File: config.mk
export PLATFORM = sky130hd
export DESIGN_NAME = spi_master_cfg
export DESIGN_NICKNAME = d
export VERILOG_FILES = /design/src/rtl/spi_master_cfg.sv
export SDC_FILE = /design/constraint.sdc
export NUM_CORES = 1
export LEC_CHECK = 0
export BUFFER_PORTS_ARGS = -buffer_cell sky130_fd_sc_hd__buf_2
export CORE_UTILIZATION = 50
export CTS_CLUSTER_SIZE = 25
export DETAILED_ROUTE_END_ITERATION = 10
export PLACE_DENSITY = 0.82
export SLEW_MARGIN = 15
export SYNTH_ARGS = -nofsm -noshare
export SYNTH_HDL_FRONTEND = slang
export SYNTH_SLANG_ARGS = --single-unit
File: constraint.sdc
create_clock -name clk -period 7.5 [get_ports clk]
set_input_delay 1.5 -clock clk [delete_from_list [all_inputs] [get_ports clk]]
set_output_delay 1.5 -clock clk [all_outputs]
set_load 0.005 [all_outputs]
File: src/rtl/spi_master_cfg.sv
// -----------------------------------------------------------------------------
// spi_master_cfg
// Run-time configurable SPI master for the laser projector control path.
// Each transfer carries its own length (1..DATA_W bits), CPOL/CPHA mode,
// bit order, chip-select choice with optional frame hold, and an internal
// loopback. A start request that arrives while a transfer is in flight is
// dropped and flagged as an overrun.
//
// Ports
//   clk         system clock, all logic on its rising edge
//   rst         asynchronous active-high reset
//   start       one-cycle request; captures ctrl_reg and din when accepted
//   ctrl_reg    transfer configuration:
//                 [7:0] LEN, [15:8] DIV, [16] CPOL, [17] CPHA,
//                 [18] LSB_FIRST, [23:20] CS_SEL, [24] CS_HOLD, [25] LOOPBACK
//   din         transmit word (bits [LEN-1:0] are sent)
//   dout        received word, right-aligned, upper bits zero
//   status_reg  [0] busy, [1] done (sticky), [2] overrun (sticky)
//   sclk        SPI clock
//   mosi        SPI data out
//   miso        SPI data in
//   cs_n        active-low chip selects
// -----------------------------------------------------------------------------
module spi_master_cfg #(
   parameter int DATA_W = 32,
   parameter int NUM_CS = 4
) (
   input  logic              clk,
   input  logic              rst,
   input  logic              start,
   input  logic [31:0]       ctrl_reg,
   input  logic [DATA_W-1:0] din,
   output logic [DATA_W-1:0] dout,
   output logic [31:0]       status_reg,
   output logic              sclk,
   output logic              mosi,
   input  logic              miso,
   output logic [NUM_CS-1:0] cs_n
);

   localparam logic [7:0] DATA_W_8 = 8'(DATA_W);

   typedef enum logic [1:0] {
      ST_IDLE  = 2'd0,
      ST_SETUP = 2'd1,
      ST_XFER  = 2'd2,
      ST_TRAIL = 2'd3
   } state_t;

   state_t            state_r;
   state_t            state_nxt_s;

   // configuration captured at acceptance
   logic [7:0]        len_r;
   logic [7:0]        div_r;
   logic              cpha_r;
   logic              lsb_r;
   logic              hold_r;
   logic              lb_r;

   // timing and data path
   logic [7:0]        div_cnt_r;
   logic [7:0]        tog_cnt_r;
   logic [DATA_W-1:0] tx_sh_r;
   logic [DATA_W-1:0] rx_sh_r;
   logic [DATA_W-1:0] dout_r;
   logic              busy_r;
   logic              done_r;
   logic              overrun_r;
   logic              sclk_r;
   logic              mosi_r;
   logic [NUM_CS-1:0] cs_n_r;

   // decode of the incoming request
   logic [7:0]        len_field_s;
   logic [7:0]        len_eff_s;
   logic [DATA_W-1:0] tx_load_s;
   logic [NUM_CS-1:0] cs_sel_n_s;
   logic              unused_ctrl_s;

   // per-cycle control strobes
   logic              accept_s;
   logic              overrun_evt_s;
   logic              tick_s;
   logic              toggle_s;
   logic              last_tog_s;
   logic              odd_tog_s;
   logic              sample_s;
   logic              shift_s;
   logic              finish_s;
   logic              rx_bit_s;
   logic [7:0]        last_tog_idx_s;

   // Bit about to leave the transmit shifter for the chosen order.
   function automatic logic tx_head(input logic [DATA_W-1:0] sh, input logic lsb);
      return lsb ? sh[0] : sh[DATA_W-1];
   endfunction

   // Transmit shifter advanced by one bit toward its output end.
   function automatic logic [DATA_W-1:0] tx_shift(input logic [DATA_W-1:0] sh, input logic lsb);
      return lsb ? {1'b0, sh[DATA_W-1:1]} : {sh[DATA_W-2:0], 1'b0};
   endfunction

   // Receive shifter with one new bit inserted. LSB-first bits enter at the
   // top and are right-aligned when the word is delivered.
   function automatic logic [DATA_W-1:0] rx_shift(input logic [DATA_W-1:0] sh, input logic lsb,
                                                  input logic b);
      return lsb ? {b, sh[DATA_W-1:1]} : {sh[DATA_W-2:0], b};
   endfunction

   assign unused_ctrl_s = ^{ctrl_reg[31:26], ctrl_reg[19]};

   // Decode length, pre-align transmit word and build the select pattern.
   always_comb begin
      len_field_s = ctrl_reg[7:0];
      if ((len_field_s == 8'd0) || (len_field_s > DATA_W_8)) begin
         len_eff_s = DATA_W_8;
      end else begin
         len_eff_s = len_field_s;
      end
      // MSB-first: move din[LEN-1] to the top so the shifter always leaves at one end
      if (ctrl_reg[18]) begin
         tx_load_s = din;
      end else begin
         tx_load_s = din << (DATA_W_8 - len_eff_s);
      end
      cs_sel_n_s = '1;
      for (int i = 0; i < NUM_CS; i++) begin
         if (ctrl_reg[23:20] == 4'(i)) begin
            cs_sel_n_s[i] = 1'b0;
         end else begin
            cs_sel_n_s[i] = 1'b1;
         end
      end
   end

   // State register.
   always_ff @(posedge clk or posedge rst) begin
      if (rst) begin
         state_r <= ST_IDLE;
      end else begin
         state_r <= state_nxt_s;
      end
   end

   // Next-state logic.
   always_comb begin
      state_nxt_s = state_r;
      case (state_r)
         ST_IDLE: begin
            if (accept_s) state_nxt_s = ST_SETUP;
            else          state_nxt_s = ST_IDLE;
         end
         ST_SETUP: begin
            if (tick_s) state_nxt_s = ST_XFER;
            else        state_nxt_s = ST_SETUP;
         end
         ST_XFER: begin
            if (toggle_s && last_tog_s) state_nxt_s = ST_TRAIL;
            else                        state_nxt_s = ST_XFER;
         end
         ST_TRAIL: begin
            if (tick_s) state_nxt_s = ST_IDLE;
            else        state_nxt_s = ST_TRAIL;
         end
         default: state_nxt_s = ST_IDLE;
      endcase
   end

   // Output strobes: half-period ticks, sclk toggles, sample/shift events.
   always_comb begin
      accept_s       = start && (state_r == ST_IDLE);
      overrun_evt_s  = start && (state_r != ST_IDLE);
      tick_s         = (state_r != ST_IDLE) && (div_cnt_r == div_r);
      // the SETUP tick is toggle 1, so toggles happen in SETUP and XFER
      toggle_s       = tick_s && ((state_r == ST_SETUP) || (state_r == ST_XFER));
      last_tog_idx_s = {len_r[6:0], 1'b0} - 8'd1;
      last_tog_s     = (tog_cnt_r == last_tog_idx_s);
      // tog_cnt_r holds toggles already made, so an even count means an odd toggle
      odd_tog_s      = ~tog_cnt_r[0];
      if (cpha_r) begin
         sample_s = toggle_s && !odd_tog_s;
         shift_s  = toggle_s && odd_tog_s;
      end else begin
         sample_s = toggle_s && odd_tog_s;
         shift_s  = toggle_s && !odd_tog_s && !last_tog_s;
      end
      finish_s       = tick_s && (state_r == ST_TRAIL);
      rx_bit_s       = lb_r ? mosi_r : miso;
   end

   // Datapath and output registers.
   always_ff @(posedge clk or posedge rst) begin
      if (rst) begin
         len_r     <= 8'd0;
         div_r     <= 8'd0;
         cpha_r    <= 1'b0;
         lsb_r     <= 1'b0;
         hold_r    <= 1'b0;
         lb_r      <= 1'b0;
         div_cnt_r <= 8'd0;
         tog_cnt_r <= 8'd0;
         tx_sh_r   <= '0;
         rx_sh_r   <= '0;
         dout_r    <= '0;
         busy_r    <= 1'b0;
         done_r    <= 1'b0;
         overrun_r <= 1'b0;
         sclk_r    <= 1'b0;
         mosi_r    <= 1'b0;
         cs_n_r    <= '1;
      end else begin
         if (accept_s) begin
            len_r     <= len_eff_s;
            div_r     <= ctrl_reg[15:8];
            cpha_r    <= ctrl_reg[17];
            lsb_r     <= ctrl_reg[18];
            hold_r    <= ctrl_reg[24];
            lb_r      <= ctrl_reg[25];
            div_cnt_r <= 8'd0;
            tog_cnt_r <= 8'd0;
            rx_sh_r   <= '0;
            busy_r    <= 1'b1;
            done_r    <= 1'b0;
            overrun_r <= 1'b0;
            sclk_r    <= ctrl_reg[16];
            cs_n_r    <= cs_sel_n_s;
            if (ctrl_reg[17]) begin
               tx_sh_r <= tx_load_s;
               mosi_r  <= 1'b0;
            end else begin
               tx_sh_r <= tx_shift(tx_load_s, ctrl_reg[18]);
               mosi_r  <= tx_head(tx_load_s, ctrl_reg[18]);
            end
         end else begin
            if (overrun_evt_s) begin
               overrun_r <= 1'b1;
            end
            if (tick_s) begin
               div_cnt_r <= 8'd0;
            end else if (state_r != ST_IDLE) begin
               div_cnt_r <= div_cnt_r + 8'd1;
            end
            if (toggle_s) begin
               tog_cnt_r <= tog_cnt_r + 8'd1;
               sclk_r    <= ~sclk_r;
            end
            if (shift_s) begin
               mosi_r  <= tx_head(tx_sh_r, lsb_r);
               tx_sh_r <= tx_shift(tx_sh_r, lsb_r);
            end
            if (sample_s) begin
               rx_sh_r <= rx_shift(rx_sh_r, lsb_r, rx_bit_s);
            end
            if (finish_s) begin
               if (lsb_r) begin
                  dout_r <= rx_sh_r >> (DATA_W_8 - len_r);
               end else begin
                  dout_r <= rx_sh_r;
               end
               busy_r <= 1'b0;
               done_r <= 1'b1;
               mosi_r <= 1'b0;
               if (!hold_r) begin
                  cs_n_r <= '1;
               end
            end
         end
      end
   end

   assign dout       = dout_r;
   assign status_reg = {29'd0, overrun_r, done_r, busy_r};
   assign sclk       = sclk_r;
   assign mosi       = mosi_r;
   assign cs_n       = cs_n_r;

endmodule

==> metrics.md, run 1 <==
| Metric | Value |
|---|---|
| Clock tree buffer depth | 2 |
| Routed Antenna Nets | 0 |
| Drt drc | 0 |
| CP Cell Sequence | buf_2 > nor4b_4 > buf_4 > inv_1 > ha_1 > buf_4 > mux2_2 > nand2_1 > o21ai_0 > o21ai_0 > a311oi_1 > a21oi_1 > a2111oi_0 > a311o_2 |
| H-tree depth | 4 |
| Comb pwr share | 0.468 |
| Initial core utilization | 0.511 |
| Leakage | 5.34 nW |
| Switching pwr | 1.74 mW |
| Hold_sp | busy_r |
| Avg Vias per Cell | 6.48 |
| Maximum vdd drop | 199 uV |
| Status | complete, no violations |
| Post-synth top area share | 0.301 |
| WHS Endpoint | busy_r |
| Fin Clk Skew | 0.0124 ns |
| Reg clk slew, reported paths | 0.07 ns |
| Data required time of the critical path | 7.88 ns |
| Buf/Inv on CP | 4 |
| Largest net degree at the start of global routing | 99 |
| Filler cells | 2,025 |
| DR vias | 10,900 |
| Rows | 55 |
| Hold Vio Cnt, Final | 0 |
| Post-synthesis cell count | 1,358 |
| Root Buffer | clkbuf_16 |
| Top cells by area, synth | dfrtp_1 (30%), mux2i_1 (7.6%), nand2_1 (7.5%) |
| 1st-iter DRT viols | 1,059 |
| Die Y | 154 um |
| Number of top-level pins | 138 |
| Final setup vio count | 0 |
| Layout cells sized above 1 | 0.171 |
| Share of total power in sequential cells | 0.311 |
| Post-Route WL | 34,100 um |
| RSZ-0062 raised after global routing | no |
| CP arrival | 5.69 ns |
| Fin. max-slew vios | 0 |
| Crit path kind | input pin to flip-flop |
| Worst Tran Pin Value | 1.11 ns |
| Clock Power Share | 0.221 |
| TritonCTS Buffers | 17 |
| First-pass GRT wire length | 55,600 um |
| Top-count cell post-synth | nand2_1 |
| Setup_tns | 0 ns |
| Worst slew margin | 0.259 |
| Int Power | 2.14 mW |
| Drt first pass iters | 6 |
| Critical R2R Launch | len_r[0] |
| Syn-to-layout area delta | 9.11% |
| PD cells | 308 nW/um^2 |
| Minimum clock period | 5.31 ns |
| Die ar. | 23,700 sq um |
| CTS sink cnt | 143 |
| Critical path peak fanout | 31 |
| Post-CTS setup buffer count | 0 |
| Critical-path top delay cell | ha_1 |
| Cell area after synthesis | 11,600 sq um |
| Largest area contributor in the netlist | dfrtp_1 |
| Worst-case reg-to-reg path depth | 11 |
| Ys async rst share | 1.00 |
| Synth top cells by count | nand2_1 (230), dfrtp_1 (139), nor2_1 (112) |
| Slack of the worst reg-to-reg path | 2.92 ns |
| Vias in the first global route | 10,300 |
| Primary FF master, synth | dfrtp_1 |
| Synth Warn # | 0 |
| Delay-heaviest family, CP | compound AO/OA/AOI/OAI gates |
| Critical Path Sink Type | flip-flop |
| EDFF count, synth | 0 |
| Hold Path Depth | 2 |
| Critical Path Source Type | input pin |
| Post-synthesis sequential area ratio | 0.310 |
| Core area | 22,600 sq um |
| Maxcap violations | 0 |
| Initial antenna violation count | 0 |
| CTS resizes | 0 |
| Synth unique cells | 82 |
| Switch share | 0.449 |
| CTS tree | yes |
| Clock latency on the worst-skew pair | 0.45 ns |
| Hold Buf Count CTS | 0 |
| Critical path's largest stage delay | 0.82 ns |
| Finished Layout Cells | 1,687 |
| Grt ovf | 0 |
| Total GRT Usage | 0.296 |
| CP startpoint | ctrl_reg[5] |
| Post-Place Cells | 1,655 |
| FF+latch count, synth | 143 |
| Hold crit path type | flip-flop to flip-flop |
| Area after DPL | 12,000 sq um |
| Period utilisation layout | 0.708 |
| Syn_area_per_cell | 8.51 sq um |
| WL per Instance | 20.2 um |
| Maximum clock rate | 188 MHz |
| Die Wd | 154 um |
| FF-to-FF End | tx_sh_r[9] |
| HPWL after DPL | 24,500 um |
| Number of diodes | 0 |
| I/O Buffers | 101 |
| Placer congestion estimate | 1.01 |
| Post-route design area | 12,600 sq um |
| Layout Nets | 1,465 |
[flip-flops by register name, indices dropped and copies added (netlist names)]
name	cells
done_r	1
hold_r	1
tog_cnt_r	8
cpha_r	1
overrun_r	1
busy_r	1
div_r	8
dout	32
div_cnt_r	8
lb_r	1
lsb_r	1
cs_n	4
tx_sh_r	32
state_r	2
sclk	1
rx_sh_r	32
len_r	8
mosi	1
[cell families after synthesis]
| group | share of synthesized area |
|---|---|
| simple gates | 0.190 |
| compound gates | 0.215 |
| buf+inv | 0.0671 |
| mux | 0.180 |
| flops | 0.310 |
| xor+xnor | 0.0284 |
| fa+ha+maj | 0.00866 |
| other cells | 0.000324 |
[cells in the final DEF (no fill, tap or decap), types with 5 or more instances in the layout]
| cell | n |
|---|---|
| xnor2_1 | 20 |
| o22a_1 | 10 |
| buf_2 | 101 |
| a31oi_1 | 30 |
| inv_1 | 16 |
| a21boi_0 | 5 |
| nor2_1 | 111 |
| o21ai_0 | 76 |
| inv_8 | 5 |
| mux4_2 | 38 |
| clkbuf_16 | 17 |
| a21oi_1 | 97 |
| mux2i_1 | 88 |
| nor3_1 | 28 |
| or3_1 | 7 |
| o22ai_1 | 13 |
| a211oi_1 | 14 |
| xor2_1 | 10 |
| nand4_1 | 6 |
| o32a_1 | 7 |
| a22oi_1 | 11 |
| o31ai_1 | 37 |
| inv_6 | 5 |
| mux4_1 | 6 |
| o211ai_1 | 12 |
| ha_1 | 8 |
| buf_4 | 21 |
| nor2b_1 | 27 |
| o21a_1 | 6 |
| conb_1 | 29 |
| and3_1 | 11 |
| nand3_1 | 29 |
| nand2_1 | 230 |
| a21o_1 | 5 |
| a221oi_1 | 7 |
| mux2_2 | 17 |
| a2111oi_0 | 5 |
| dfrtp_1 | 137 |
| nand2b_1 | 10 |
[worst min-delay path, cell delays in order (launching register included)]
cell and delay (ns):
dfrtp_1 0.34, nand2_1 0.05, nand2_1 0.05
[final cells by class]
class / count / area, sq um / area share
Timing Repair Buffer: 122 / 663 / 0.0526
Clock buffer: 17 / 425 / 0.0337
Clock inverter: 15 / 169 / 0.0134
Tap cell: 285 / 357 / 0.0283
Multi-Input combinational cell: 1087 / 7340 / 0.582
Sequential cell: 143 / 3590 / 0.284
Inverter: 18 / 72.6 / 0.00575
[worst max path at each step]
| stage | slack [ns] | to | cells past startpoint |
|---|---|---|---|
| after floorplan | 2.17 | busy_r | 1 |
| after global placement | 1.85 | tx_sh_r[16] | 13 |
| after detailed placement | 1.82 | tx_sh_r[21] | 13 |
| after CTS | 2.28 | tx_sh_r[21] | 13 |
| after global routing | 1.85 | tx_sh_r[16] | 13 |
| final | 2.19 | tx_sh_r[31] | 14 |
[stage by stage]
step	util	power (mW)	hold slack [ns]	setup WS, ns
after floorplan	-	2.55	0.440	2.17
after CTS	0.557	3.86	0.474	2.28
after detailed placement	0.531	3.00	0.457	1.82
after global placement	0.531	2.96	0.454	1.85
final	0.557	3.88	0.469	2.19
after global routing	0.557	4.12	0.500	1.85
[routing by layer]
layer,part of all wire,vias up,track usage
li1,-,4990,-
met4,0.036,0,0.134
met3,0.086,100,0.0527
met2,0.47,598,0.478
met1,0.41,5250,0.389
met5,0,-,0
[power groups by stage]
stage / sequential, mW / clock (mW) / combinational [mW]
2_1_floorplan: 1.09 / 0 / 1.46
3_3_place_gp: 1.21 / 0 / 1.75
3_5_place_dp: 1.22 / 0 / 1.78
4_1_cts: 1.20 / 0.867 / 1.79
5_1_grt: 1.24 / 0.897 / 1.99
6_report: 1.21 / 0.859 / 1.82
Note: power is estimated with default switching activity, not from simulation.
==> inputs of run 2 (changes only) <==
==> constraint.sdc (replaced) <==
create_clock -name clk -period 5.52 [get_ports clk]
set_input_delay 1.104 -clock clk [delete_from_list [all_inputs] [get_ports clk]]
set_output_delay 1.104 -clock clk [all_outputs]
set_load 0.005 [all_outputs]
==> metrics.md, run 2 (same netlist as run 1, synthesis figures left out) <==
| Metric | Value |
|---|---|
| Final Worst Setup Slack | 1.19 ns (-0.996 ns) |
| Maximum clock rate | 231 MHz |
| Total GRT Usage | 0.300 (+0.00404) |
| Routed Antenna Nets | 0 (unchanged) |
| Hold Buf Count CTS | 0 (unchanged) |
| Post-CTS setup buffer count | 0 (unchanged) |
| Worst slack at placement | 0.859 ns (-0.959 ns) |
| Clock latency on the worst-skew pair | 0.44 ns (about the same) |
| Crit path top cell by count | buf_4 |
| Area after DPL | 12,000 sq um (+0.25%) |
| CP Cell Sequence | buf_2 > nor3_1 > buf_4 > nand2_1 > ha_1 > buf_4 > mux4_2 > a31oi_1 > a21oi_1 > a211oi_1 > nor2b_1 > o22ai_1 |
| Die Y | 154 um (unchanged) |
| Syn-to-layout area delta | 9.34% |
| Most common cell after layout, fill and taps aside | nand2_1 |
| TritonCTS Buffers | 17 (unchanged) |
| Critical Path Sink Type | flip-flop |
| CTS tree | yes |
| Worst Tran Pin Value | 1.06 ns (-0.0549 ns) |
| I/O Buffers | 101 (unchanged) |
| Finished Layout Cells | 1,691 (+0.24%) |
| Vias in the first global route | 10,400 (+1.0%) |
| Maximum vdd drop | 240 uV (+21%) |
| Core area | 22,600 sq um (unchanged) |
| Reg clk slew, reported paths | 0.07 ns (about the same) |
| Total Power | 5.29 mW (+36%) |
| Drt drc | 0 (unchanged) |
| Placer congestion estimate | 1.01 (-0.77%) |
| Most frequent cells in the layout | nand2_1 (230), dfrtp_1 (137), nor2_1 (111) |
| CP arrival | 4.62 ns (-1.07 ns) |
| Number of top-level pins | 138 (unchanged) |
| Worst slew margin | 0.296 (+0.0366) |
| Critical path peak fanout | 20 (-35%) |
| Rows | 55 (unchanged) |
| CTS sink cnt | 143 (unchanged) |
| Critical path's largest stage delay | 0.81 ns (about the same) |
| Hold Vio Cnt, Final | 0 (unchanged) |
| Crit path kind | input pin to flip-flop |
| Final setup vio count | 0 (unchanged) |
| Die ar. | 23,700 sq um (unchanged) |
| HPWL after DPL | 24,800 um (+1.1%) |
| CTS resizes | 0 (unchanged) |
| Number of diodes | 0 (unchanged) |
| H-tree depth | 4 (unchanged) |
| Root Buffer | clkbuf_16 |
| DR vias | 11,000 (+0.82%) |
| Avg Vias per Cell | 6.52 (+0.58%) |
| Critical Path Source Type | input pin |
| Post-route design area | 12,600 sq um (+0.21%) |
| WL per Instance | 20.6 um (+1.9%) |
| Largest net degree at the start of global routing | 108 (+9.1%) |
| Hold slack | 0.474 ns (+0.00435 ns) |
| Layout cells sized above 1 | 0.174 (+0.00236) |
| Leakage | 5.36 nW (+0.51%) |
| Fin Clk Skew | 0.0144 ns (+0.00198 ns) |
| Delay-heaviest family, CP | compound AO/OA/AOI/OAI gates |
| 1st-iter DRT viols | 980 (-7.5%) |
| PD cells | 419 nW/um^2 (+36%) |
| Clock tree buffer depth | 2 (unchanged) |
| Utilization after layout | 0.558 (+0.00116) |
| Data required time of the critical path | 5.81 ns (-2.07 ns) |
| Post-Place Cells | 1,659 (+0.24%) |
| Status | complete, no violations |
| Critical-path top delay cell | ha_1 |
| Initial core utilization | 0.511 (unchanged) |
| Fin. max-slew vios | 0 (unchanged) |
| Grt ovf | 0 (unchanged) |
| Die Wd | 154 um (unchanged) |
| Initial antenna violation count | 0 (unchanged) |
| Setup_tns | 0 ns (unchanged) |
| First-pass GRT wire length | 56,300 um (+1.2%) |
| Buf/Inv on CP | 3 (-1) |
| Period utilisation layout | 0.784 |
| Layout Nets | 1,469 (+0.27%) |
| RSZ-0062 raised after global routing | no |
| Post-Route WL | 34,800 um (+2.2%) |
| Minimum clock period | 4.33 ns |
| Drt first pass iters | 6 (unchanged) |
| Maxcap violations | 0 (unchanged) |
| Hold crit path type | flip-flop to flip-flop |
## run 2: cell type report
cell class              instances  area (sq um)
clock inverters                15           165
flip-flops and latches        143          3590
multi-input cells            1087          7340
fillers                      2080         10000
well taps                     285           357
repair buffers                126           693
clock buffers                  17           425
inverters                      18          72.6
## run 2: routing by layer
metal | share of wire | GRT usage
met5 | 0 | 0
met4 | 0.038 | 0.126
met3 | 0.094 | 0.0493
met2 | 0.47 | 0.487
met1 | 0.40 | 0.399
## run 2: final timing paths
path	startpoint	to	slack, ns	cells after the start
setup reg to reg	len_r[0]	dout[2]	1.35	11
hold / removal	dout[27]	dout[27]	0.47	2
min in group asynchronous	rst	rx_sh_r[29]	0.87	2
setup / recovery	ctrl_reg[5]	tx_sh_r[21]	1.19	12
hold reg to reg	dout[27]	dout[27]	0.47	2
max in group asynchronous	rst	dout[5]	3.66	3
## run 2: tightest hold or removal path, cell delays in order, from the launching register on
cell and delay (ns):
dfrtp_1 0.34, nand2_1 0.04, o21ai_0 0.06
## run 2: power breakdown
| part | internal, mW | total [mW] | switching, mW |
|---|---|---|---|
| Clock | 0.644 | 1.16 | 0.516 |
| Combinational | 0.957 | 2.49 | 1.53 |
| Sequential | 1.30 | 1.64 | 0.341 |
==> inputs of run 3 (changes only) <==
--- a/config.mk
+++ b/config.mk
@@ -9,7 +9,7 @@
 export CORE_UTILIZATION = 50
 export CTS_CLUSTER_SIZE = 25
 export DETAILED_ROUTE_END_ITERATION = 10
-export PLACE_DENSITY = 0.82
+export PLACE_DENSITY = 0.85
 export SLEW_MARGIN = 15
 export SYNTH_ARGS = -nofsm -noshare
 export SYNTH_HDL_FRONTEND = slang
==> constraint.sdc (replaced) <==
create_clock -name clk -period 3.5 [get_ports clk]
set_input_delay 0.7 -clock clk [delete_from_list [all_inputs] [get_ports clk]]
set_output_delay 0.7 -clock clk [all_outputs]
set_load 0.005 [all_outputs]
==> metrics.md, run 3 (same netlist as run 1, synthesis figures left out) <==
| Metric | Value |
|---|---|
| Drt first pass iters | 5 (-1) |
| Die Wd | 154 um (unchanged) |
| 1st-iter DRT viols | 965 (-1.5%) |
| Final Worst Setup Slack | 0.272 ns (-0.920 ns) |
| Grt ovf | 0 (unchanged) |
| Busiest grt layer | met2 |
| Routed Antenna Nets | 0 (unchanged) |
| Die ar. | 23,700 sq um (unchanged) |
| TritonCTS Buffers | 17 (unchanged) |
| Crit path kind | input pin to flip-flop |
| Worst Tran Pin Value | 1.08 ns (+0.0250 ns) |
| Number of diodes | 0 (unchanged) |
| Minimum clock period | 3.23 ns |
| Layout cells sized above 1 | 0.212 (+0.0388) |
| Worst slew margin | 0.274 (-0.0218) |
| Total GRT Usage | 0.318 (+0.0171) |
| Setup_tns | 0 ns (unchanged) |
| Slack of the worst reg-to-reg path | 0.28 ns (-1.07 ns) |
| WL per Instance | 20.8 um (+0.78%) |
| Data required time of the critical path | 3.87 ns (-1.94 ns) |
| Most frequent cells in the layout | nand2_1 (230), dfrtp_1 (137), nor2_1 (111) |
| HPWL after DPL | 27,700 um (+12%) |
| Core area | 22,600 sq um (unchanged) |
| Hold slack | 0.352 ns (-0.122 ns) |
| Drt drc | 0 (unchanged) |
| Number of top-level pins | 138 (unchanged) |
| CP Cell Sequence | buf_2 > nor4b_4 > inv_1 > ha_1 > buf_4 > mux4_2 > mux2i_1 > a211oi_1 > nor4_1 > a2111oi_0 > a311o_2 |
| H-tree depth | 4 (unchanged) |
| Hold Vio Cnt, Final | 0 (unchanged) |
| Largest net degree at the start of global routing | 51 (-53%) |
| Reg clk slew, reported paths | 0.07 ns (about the same) |
| Avg Vias per Cell | 6.30 (-3.4%) |
| Initial core utilization | 0.511 (unchanged) |
| Fin Clk Skew | 0.0103 ns (-0.00408 ns) |
| CTS tree | yes |
| Hold Buf Count CTS | 0 (unchanged) |
| DR vias | 11,100 (+0.48%) |
| Most common cell after layout, fill and taps aside | nand2_1 |
| First-pass GRT wire length | 58,900 um (+4.6%) |
| Met2 usage | 0.533 (+0.0461) |
| Placer congestion estimate | 0.977 (-2.8%) |
| Critical-path top delay cell | a2111oi_0 |
| Status | complete, no violations |
| Period utilisation layout | 0.922 |
| Root Buffer | clkbuf_16 |
| Vias in the first global route | 10,800 (+3.2%) |
| Worst slack at placement | -0.127 ns (-0.987 ns) |
| Leakage | 5.71 nW (+6.4%) |
| CTS sink cnt | 143 (unchanged) |
| Syn-to-layout area delta | 14.1% |
| Clock latency on the worst-skew pair | 0.44 ns (about the same) |
| Critical Path Sink Type | flip-flop |
| Global routing usage on met3 | 0.0451 (-0.00423) |
| Die Y | 154 um (unchanged) |
| CP arrival | 3.60 ns (-1.02 ns) |
| Maxcap violations | 0 (unchanged) |
| I/O Buffers | 101 (unchanged) |
| Clock tree buffer depth | 2 (unchanged) |
| Maximum clock rate | 310 MHz |
| Initial antenna violation count | 1 (+1) |
| Critical path's largest stage delay | 0.55 ns (-0.26 ns) |
| CTS resizes | 0 (unchanged) |
| Critical path peak fanout | 16 (-20%) |
| Fin. max-slew vios | 0 (unchanged) |
| PD cells | 647 nW/um^2 (+55%) |
| Rows | 55 (unchanged) |
| Hold crit path type | input pin to async pin |
| Layout Nets | 1,537 (+4.6%) |
| Utilization after layout | 0.583 (+0.0245) |
| Critical Path Source Type | input pin |
| Final setup vio count | 0 (unchanged) |
| Maximum vdd drop | 465 uV (+94%) |
| Post-CTS setup buffer count | 0 (unchanged) |
| GR Layer Usage met1 | 0.404 (+0.00507) |
| Post-Route WL | 36,500 um (+4.8%) |
| RSZ-0062 raised after global routing | no |
run 3: final cells by class:
class	count	area, sq um
Clock buffer	17	425
Clock inverter	15	173
Fill cell	1980	9450
Inverter	18	71.3
Multi-Input combinational cell	1087	7350
Sequential cell	143	3590
Tap cell	285	357
Timing Repair Buffer	194	1230
run 3: path summary, 6_finish.rpt:
| path | startpoint | endpoint | depth (start not counted) |
|---|---|---|---|
| max | ctrl_reg[5] | tx_sh_r[31] | 11 |
| min | rst | dout[19] | 2 |
| max reg2reg | len_r[0] | dout[7] | 10 |
| min reg2reg | busy_r | busy_r | 2 |
| max in group asynchronous | rst | rx_sh_r[8] | 3 |
| min in group clk | ctrl_reg[8] | div_r[0] | 3 |
run 3: critical path: cells and delay by family:
family	cells	cell delay (ns)
compound gates	3	1.22
simple gates	2	0.40
buf+inv	3	0.50
fa+ha+maj	1	0.43
mux	2	0.34
run 3: per-layer routing:
metal,vias up,wire length (um)
met5,-,0
met3,93,2540
li1,5140,-
met4,0,1410
met2,526,17800
met1,5322,14800
run 3: per-stage QoR:
stage / instance area (sq um) / power, mW / instances
floorplan: 11700 / 5.45 / 1386
global placement: 12600 / 6.49 / 1727
detailed placement: 12600 / 6.60 / 1727
CTS: 13200 / 8.46 / 1759
global route: 13200 / 9.06 / 1759
finish: 13200 / 8.54 / 1759
run 3: power by group:
part / internal [mW] / total (mW) / switching (mW)
Sequential: 2.06 / 2.54 / 0.481
Clock: 1.02 / 1.84 / 0.820
Combinational: 1.63 / 4.16 / 2.53
